**config.mk**
```make
export PLATFORM = sky130hd
export DESIGN_NAME = imem_uart_loader
export DESIGN_NICKNAME = d
export VERILOG_FILES = /design/src/rtl/imem_uart_loader.sv
export SDC_FILE = /design/constraint.sdc
export NUM_CORES = 1
export LEC_CHECK = 0
export BUFFER_PORTS_ARGS = -buffer_cell sky130_fd_sc_hd__buf_2
export CAP_MARGIN = 10
export CORE_MARGIN = 2
export CORE_UTILIZATION = 55
export DETAILED_ROUTE_END_ITERATION = 16
export PLACE_DENSITY = 0.76
export SLEW_MARGIN = 20
export SYNTH_ARGS = -nofsm -noshare
export SYNTH_HDL_FRONTEND = slang
export SYNTH_SLANG_ARGS = --single-unit
```
**constraint.sdc**
```tcl
create_clock -name clk -period 12.7 [get_ports clk]
set_clock_uncertainty 0.05 [all_clocks]
set_input_delay 1.905 -clock clk [delete_from_list [all_inputs] [get_ports clk]]
set_output_delay 1.905 -clock clk [all_outputs]
set_load 0.02 [all_outputs]
```
**src/rtl/imem_uart_loader.sv**
```systemverilog
// ---------------------------------------------------------------------------
// imem_uart_loader
//   Receives a program image from a UART byte stream and writes it into
//   instruction memory, holding the CPU in reset while loading.
//   Image format: 4-byte word count N (always MSB first), then N words of
//   4 bytes each, packed according to BIG_ENDIAN.
//
// Parameters
//   ADDR_W     instruction-memory word-address width (MAX_WORDS = 2**ADDR_W)
//   BIG_ENDIAN 1: first byte of a word -> [31:24]; 0: first byte -> [7:0]
//   TIMEOUT    idle cycles allowed between accepted bytes before abort
//
// Ports
//   clk, rst            clock (rising edge), asynchronous active-high reset
//   start               load-mode request level
//   rx_valid/rx_data    incoming UART byte
//   rx_ready            byte accepted when rx_valid & rx_ready at a clock edge
//   imem_we/addr/wdata  one-cycle write strobe per assembled word
//   cpu_hold            holds fetch stage in reset while loading
//   done, error         load completed / aborted (error sticky until restart)
//   word_count          words written in the current or last load
// ---------------------------------------------------------------------------
module imem_uart_loader #(
    parameter int ADDR_W     = 14,
    parameter bit BIG_ENDIAN = 1'b1,
    parameter int TIMEOUT    = 100000
) (
    input  logic              clk,
    input  logic              rst,
    input  logic              start,
    input  logic              rx_valid,
    input  logic [7:0]        rx_data,
    output logic              rx_ready,
    output logic              imem_we,
    output logic [ADDR_W-1:0] imem_addr,
    output logic [31:0]       imem_wdata,
    output logic              cpu_hold,
    output logic              done,
    output logic              error,
    output logic [ADDR_W:0]   word_count
);

    localparam int             TMO_W     = $clog2(TIMEOUT + 1);
    localparam logic [32:0]    MAX_WORDS = 33'(1) << ADDR_W;
    localparam logic [ADDR_W:0] WC_ONE   = 1;
    localparam logic [TMO_W-1:0] TMO_ONE = 1;
    localparam logic [TMO_W-1:0] TMO_LAST = TMO_W'(TIMEOUT - 1);

    typedef enum logic [2:0] {
        S_IDLE,
        S_LEN,
        S_DATA,
        S_WRITE,
        S_DONE,
        S_ERR
    } state_t;

    state_t           state;
    logic [31:0]      len;
    logic [31:0]      word;
    logic [1:0]       byte_cnt;
    logic [TMO_W-1:0] tmo;

    logic             accept;
    logic [31:0]      len_next;
    logic [31:0]      word_next;
    logic             len_bad;
    logic             tmo_hit;
    logic [ADDR_W:0]  wc_next;
    logic             last_word;

    assign accept    = rx_valid & rx_ready;
    // The length field is always MSB first, independent of BIG_ENDIAN.
    assign len_next  = {len[23:0], rx_data};
    assign word_next = BIG_ENDIAN ? {word[23:0], rx_data} : {rx_data, word[31:8]};
    // Full 33-bit compare so oversize counts are never aliased into range.
    assign len_bad   = (len_next == 32'd0) || ({1'b0, len_next} > MAX_WORDS);
    assign tmo_hit   = (tmo == TMO_LAST);
    assign wc_next   = word_count + WC_ONE;
    assign last_word = (32'(wc_next) == len);

    // NOTE: all state and outputs are registers updated with non-blocking
    // assignments; the asynchronous reset clears them without waiting for clk.
    always_ff @(posedge clk or posedge rst) begin
        if (rst) begin
            state      <= S_IDLE;
            len        <= '0;
            word       <= '0;
            byte_cnt   <= '0;
            tmo        <= '0;
            rx_ready   <= 1'b0;
            imem_we    <= 1'b0;
            imem_addr  <= '0;
            imem_wdata <= '0;
            cpu_hold   <= 1'b0;
            done       <= 1'b0;
            error      <= 1'b0;
            word_count <= '0;
        end else begin
            // Write strobe is a single-cycle pulse; only the DATA->WRITE
            // transition raises it.
            imem_we <= 1'b0;

            case (state)
                S_IDLE: begin
                    if (start) begin
                        state      <= S_LEN;
                        cpu_hold   <= 1'b1;
                        rx_ready   <= 1'b1;
                        len        <= '0;
                        byte_cnt   <= '0;
                        tmo        <= '0;
                        word_count <= '0;
                        done       <= 1'b0;
                        error      <= 1'b0;
                    end
                end

                S_LEN, S_DATA: begin
                    if (!start) begin
                        state    <= S_ERR;
                        rx_ready <= 1'b0;
                        error    <= 1'b1;
                    end else if (accept) begin
                        tmo      <= '0;
                        byte_cnt <= byte_cnt + 2'd1;  // wraps to 0 after 4 bytes
                        if (state == S_LEN) begin
                            len <= len_next;
                            if (byte_cnt == 2'd3) begin
                                if (len_bad) begin
                                    state    <= S_ERR;
                                    rx_ready <= 1'b0;
                                    error    <= 1'b1;
                                end else begin
                                    state <= S_DATA;
                                end
                            end
                        end else begin
                            word <= word_next;
                            if (byte_cnt == 2'd3) begin
                                state      <= S_WRITE;
                                rx_ready   <= 1'b0;
                                imem_we    <= 1'b1;
                                imem_addr  <= word_count[ADDR_W-1:0];
                                imem_wdata <= word_next;
                            end
                        end
                    end else if (tmo_hit) begin
                        state    <= S_ERR;
                        rx_ready <= 1'b0;
                        error    <= 1'b1;
                    end else begin
                        tmo <= tmo + TMO_ONE;
                    end
                end

                // The write is already on the bus this cycle; an abort only
                // takes effect once it has completed.
                S_WRITE: begin
                    word_count <= wc_next;
                    if (!start) begin
                        state <= S_ERR;
                        error <= 1'b1;
                    end else if (last_word) begin
                        state <= S_DONE;
                        done  <= 1'b1;
                    end else begin
                        state    <= S_DATA;
                        rx_ready <= 1'b1;
                    end
                end

                // done/error deliberately survive the return to IDLE.
                S_DONE, S_ERR: begin
                    if (!start) begin
                        state    <= S_IDLE;
                        cpu_hold <= 1'b0;
                    end
                end

                default: begin
                    state    <= S_IDLE;
                    rx_ready <= 1'b0;
                    cpu_hold <= 1'b0;
                end
            endcase
        end
    end

endmodule
```
==> qor.csv <==
metric,value,unit
p_total,1500,uW
crit_fanout,48,
multi_input_area,0.00296,sq mm
fp.dieArea,0.0132,sq mm
core,0.0120,sq mm
clock_latency,0.42,ns
p_leak,0.00384,uW
drive_above_1_share,26.5,%
ys_types,60,
grt_max_degree,77,
cp.buffers_inverters,2,
synth_ff_type,dfrtp_1,
port_buffers,77,
synth_edf_count,0,
hold_class,flop to flop,
end_kind,flop,
die_h,115,um
syn-cell-area,0.00677,sq mm
grt_usage,24.0,%
viasPerCell,5.89,
cts_hold_buf,0,
ctsResizeCount,0,
post-route-util,65.1,%
finalCritPeriodShare,28.5,%
slowest_delay,0.47,ns
cp-start-kind,primary input,
globalRouteOverflowTotal,0,
ant_nets,0,
num_rows,40,
syn_inst,641,
slew_violations,0,
start_util,56.3,%
layout_commonest_cell,dfrtp_1,
clockRootBuffer,clkbuf_16,
worst_path_max_delay_cell,mux2_1,
hold_slack,0.436,ns
setup.worst_path.class,primary input to flop,
ys_async_sr_fraction,100,%
max-slew-margin-rel,33.4,%
h-tree-depth,4,
syn_to_final_growth,15.5,%
io_pins,78,
fp.dieW,115,um
cts_tree,built,
path_clk_slew,0.06,ns
grt_pass1_vias,4954,
grt_pass1_wl,24900,um
syn-mean-instance-area,10.6,sq um
drt_iter0_drc,294,
seq_area,0.00360,sq mm
ys_ff_latch,144,
first_pass_iters,7,
worst_pin_slew,0.995,ns
cp.arrival,3.87,ns
critPathRequiredTime,12.95,ns
hpwlAfterDp,9850,um
rsz0062_at_grt,no,
num_vias,5093,
final.setup.tns,0,ns
power_density,192,mW/mm^2
period_minus_slack,3.62,ns
max_freq,276,MHz
diodes,0,
cts_sinks,144,
ys_warn_count,0,
cts_buffers,17,
status,finished clean,
gp_congestion,0.900,
drt_wl_total,14900,um
drv_cap,0,
syn_nets,656,
layout_common_cells,"144 x dfrtp_1, 103 x nand2_1, 77 x buf_2",
final_nets,720,
grt_antenna_before_repair,0,
avgRoutedWirePerCell,17.2,um
crit_family,simple AND/OR/NAND/NOR gates,
fillers,937,
cp_cell_sequence,"buf_2, nand2b_1, nor4_4, buf_4, nand2_4, mux2_1",
vdd_drop_max,0.119,mV
ys_seq_area_share,53.3,%
postCtsSetupBuffers,0,
finalSetupViolCount,0,
hold_viol_final,0,
clock_path_buffers,2,
drc,0,
logic make-up after synthesis:
family                     synth area share [%]
adders and majority gates                 0.555
and+or+nand+nor                            17.3
DFF                                        53.3
muxes                                      11.8
buffers and inverters                      3.11
xor gates and xnor gates                   3.88
AOI/OAI and AO/OA                          10.1
synth_stat cells, types with 3 or more instances:
cell | count | share of area, %
or3_1 | 3 | 0.28
xor2_1 | 9 | 1.2
nor2b_1 | 4 | 0.37
and3_1 | 6 | 0.55
a31oi_1 | 3 | 0.28
nand2_1 | 103 | 5.7
o41ai_1 | 5 | 0.65
nor3_1 | 11 | 0.81
or4_1 | 3 | 0.33
buf_4 | 5 | 0.55
nand4_1 | 5 | 0.46
buf_2 | 12 | 0.89
o21ai_0 | 68 | 5.0
nor2_1 | 48 | 2.7
mux2_1 | 11 | 1.8
o31ai_1 | 7 | 0.78
a21oi_1 | 11 | 0.81
dfrtp_1 | 144 | 53
ha_1 | 3 | 0.55
nor4_4 | 3 | 0.94
nand3_1 | 16 | 1.2
mux2_2 | 58 | 9.7
clkbuf_1 | 18 | 1.0
inv_1 | 11 | 0.61
xnor2_1 | 21 | 2.7
nor4_1 | 8 | 0.74
final timing paths:
kind,slack (ns),cells after the start,start,endpoint
worst max-delay path,9.08,6,start,imem_addr[1]$_DFFE_PP0P_
worst min-delay path,0.44,1,byte_cnt[0]$_DFFE_PP0P_,byte_cnt[0]$_DFFE_PP0P_
worst max register to register,9.83,6,state[0]$_DFFE_PP0P_,len[15]$_DFFE_PP0P_
worst min register to register,0.44,1,byte_cnt[0]$_DFFE_PP0P_,byte_cnt[0]$_DFFE_PP0P_
min in group asynchronous,1.53,2,rst,imem_wdata[25]$_DFFE_PP0P_
max in group asynchronous,9.74,3,rst,imem_addr[11]$_DFFE_PP0P_
final cells by class:
class | count | area share, %
repair buffers | 81 | 5.32
well taps | 147 | 2.35
clock buffers | 17 | 5.44
inverters | 11 | 0.592
flip-flops and latches | 144 | 46.1
clock inverters | 15 | 2.24
multi-input cells | 450 | 37.9
stage by stage:
step | instance area (sq um) | instances | setup WS, ns
floorplan | 6770 | 641 | 6.88
global placement | 7210 | 833 | 8.39
detailed placement | 7210 | 833 | 8.23
CTS | 7810 | 865 | 8.65
global route | 7810 | 865 | 8.89
finish | 7810 | 865 | 9.08
sequential cells by signal, summed over array words and instances (netlist names), 2 cells and up:
register    flops
imem_wdata     32
len            32
tmo            17
state           3
imem_addr      14
word_count     15
word           24
byte_cnt        2
report_power, final:
group / switching (uW) / total (uW) / internal (uW) / leakage [uW]
clock network: 216 / 496 / 280 / 0.000285
registers: 87.1 / 605 / 518 / 0.00198
logic: 250 / 397 / 146 / 0.00157
worst register-to-register path, cell delays in order (launching register included):
cell and delay, ns:
dfrtp_1 0.58, xnor2_1 0.36, nor2_2 0.05, buf_4 0.26
nand2_1 0.21, nand3_2 0.76, o21ai_0 0.49
layer usage:
metal	wire, um	part of all wire [%]	up-vias	GRT usage [%]
li1	-	-	2386	-
met1	6380	43	2519	31.9
met2	7440	50	162	38.9
met3	810	5.4	26	6.54
met4	241	1.6	0	6.99
met5	0	0	-	0
(Power assumes the default switching activity.)
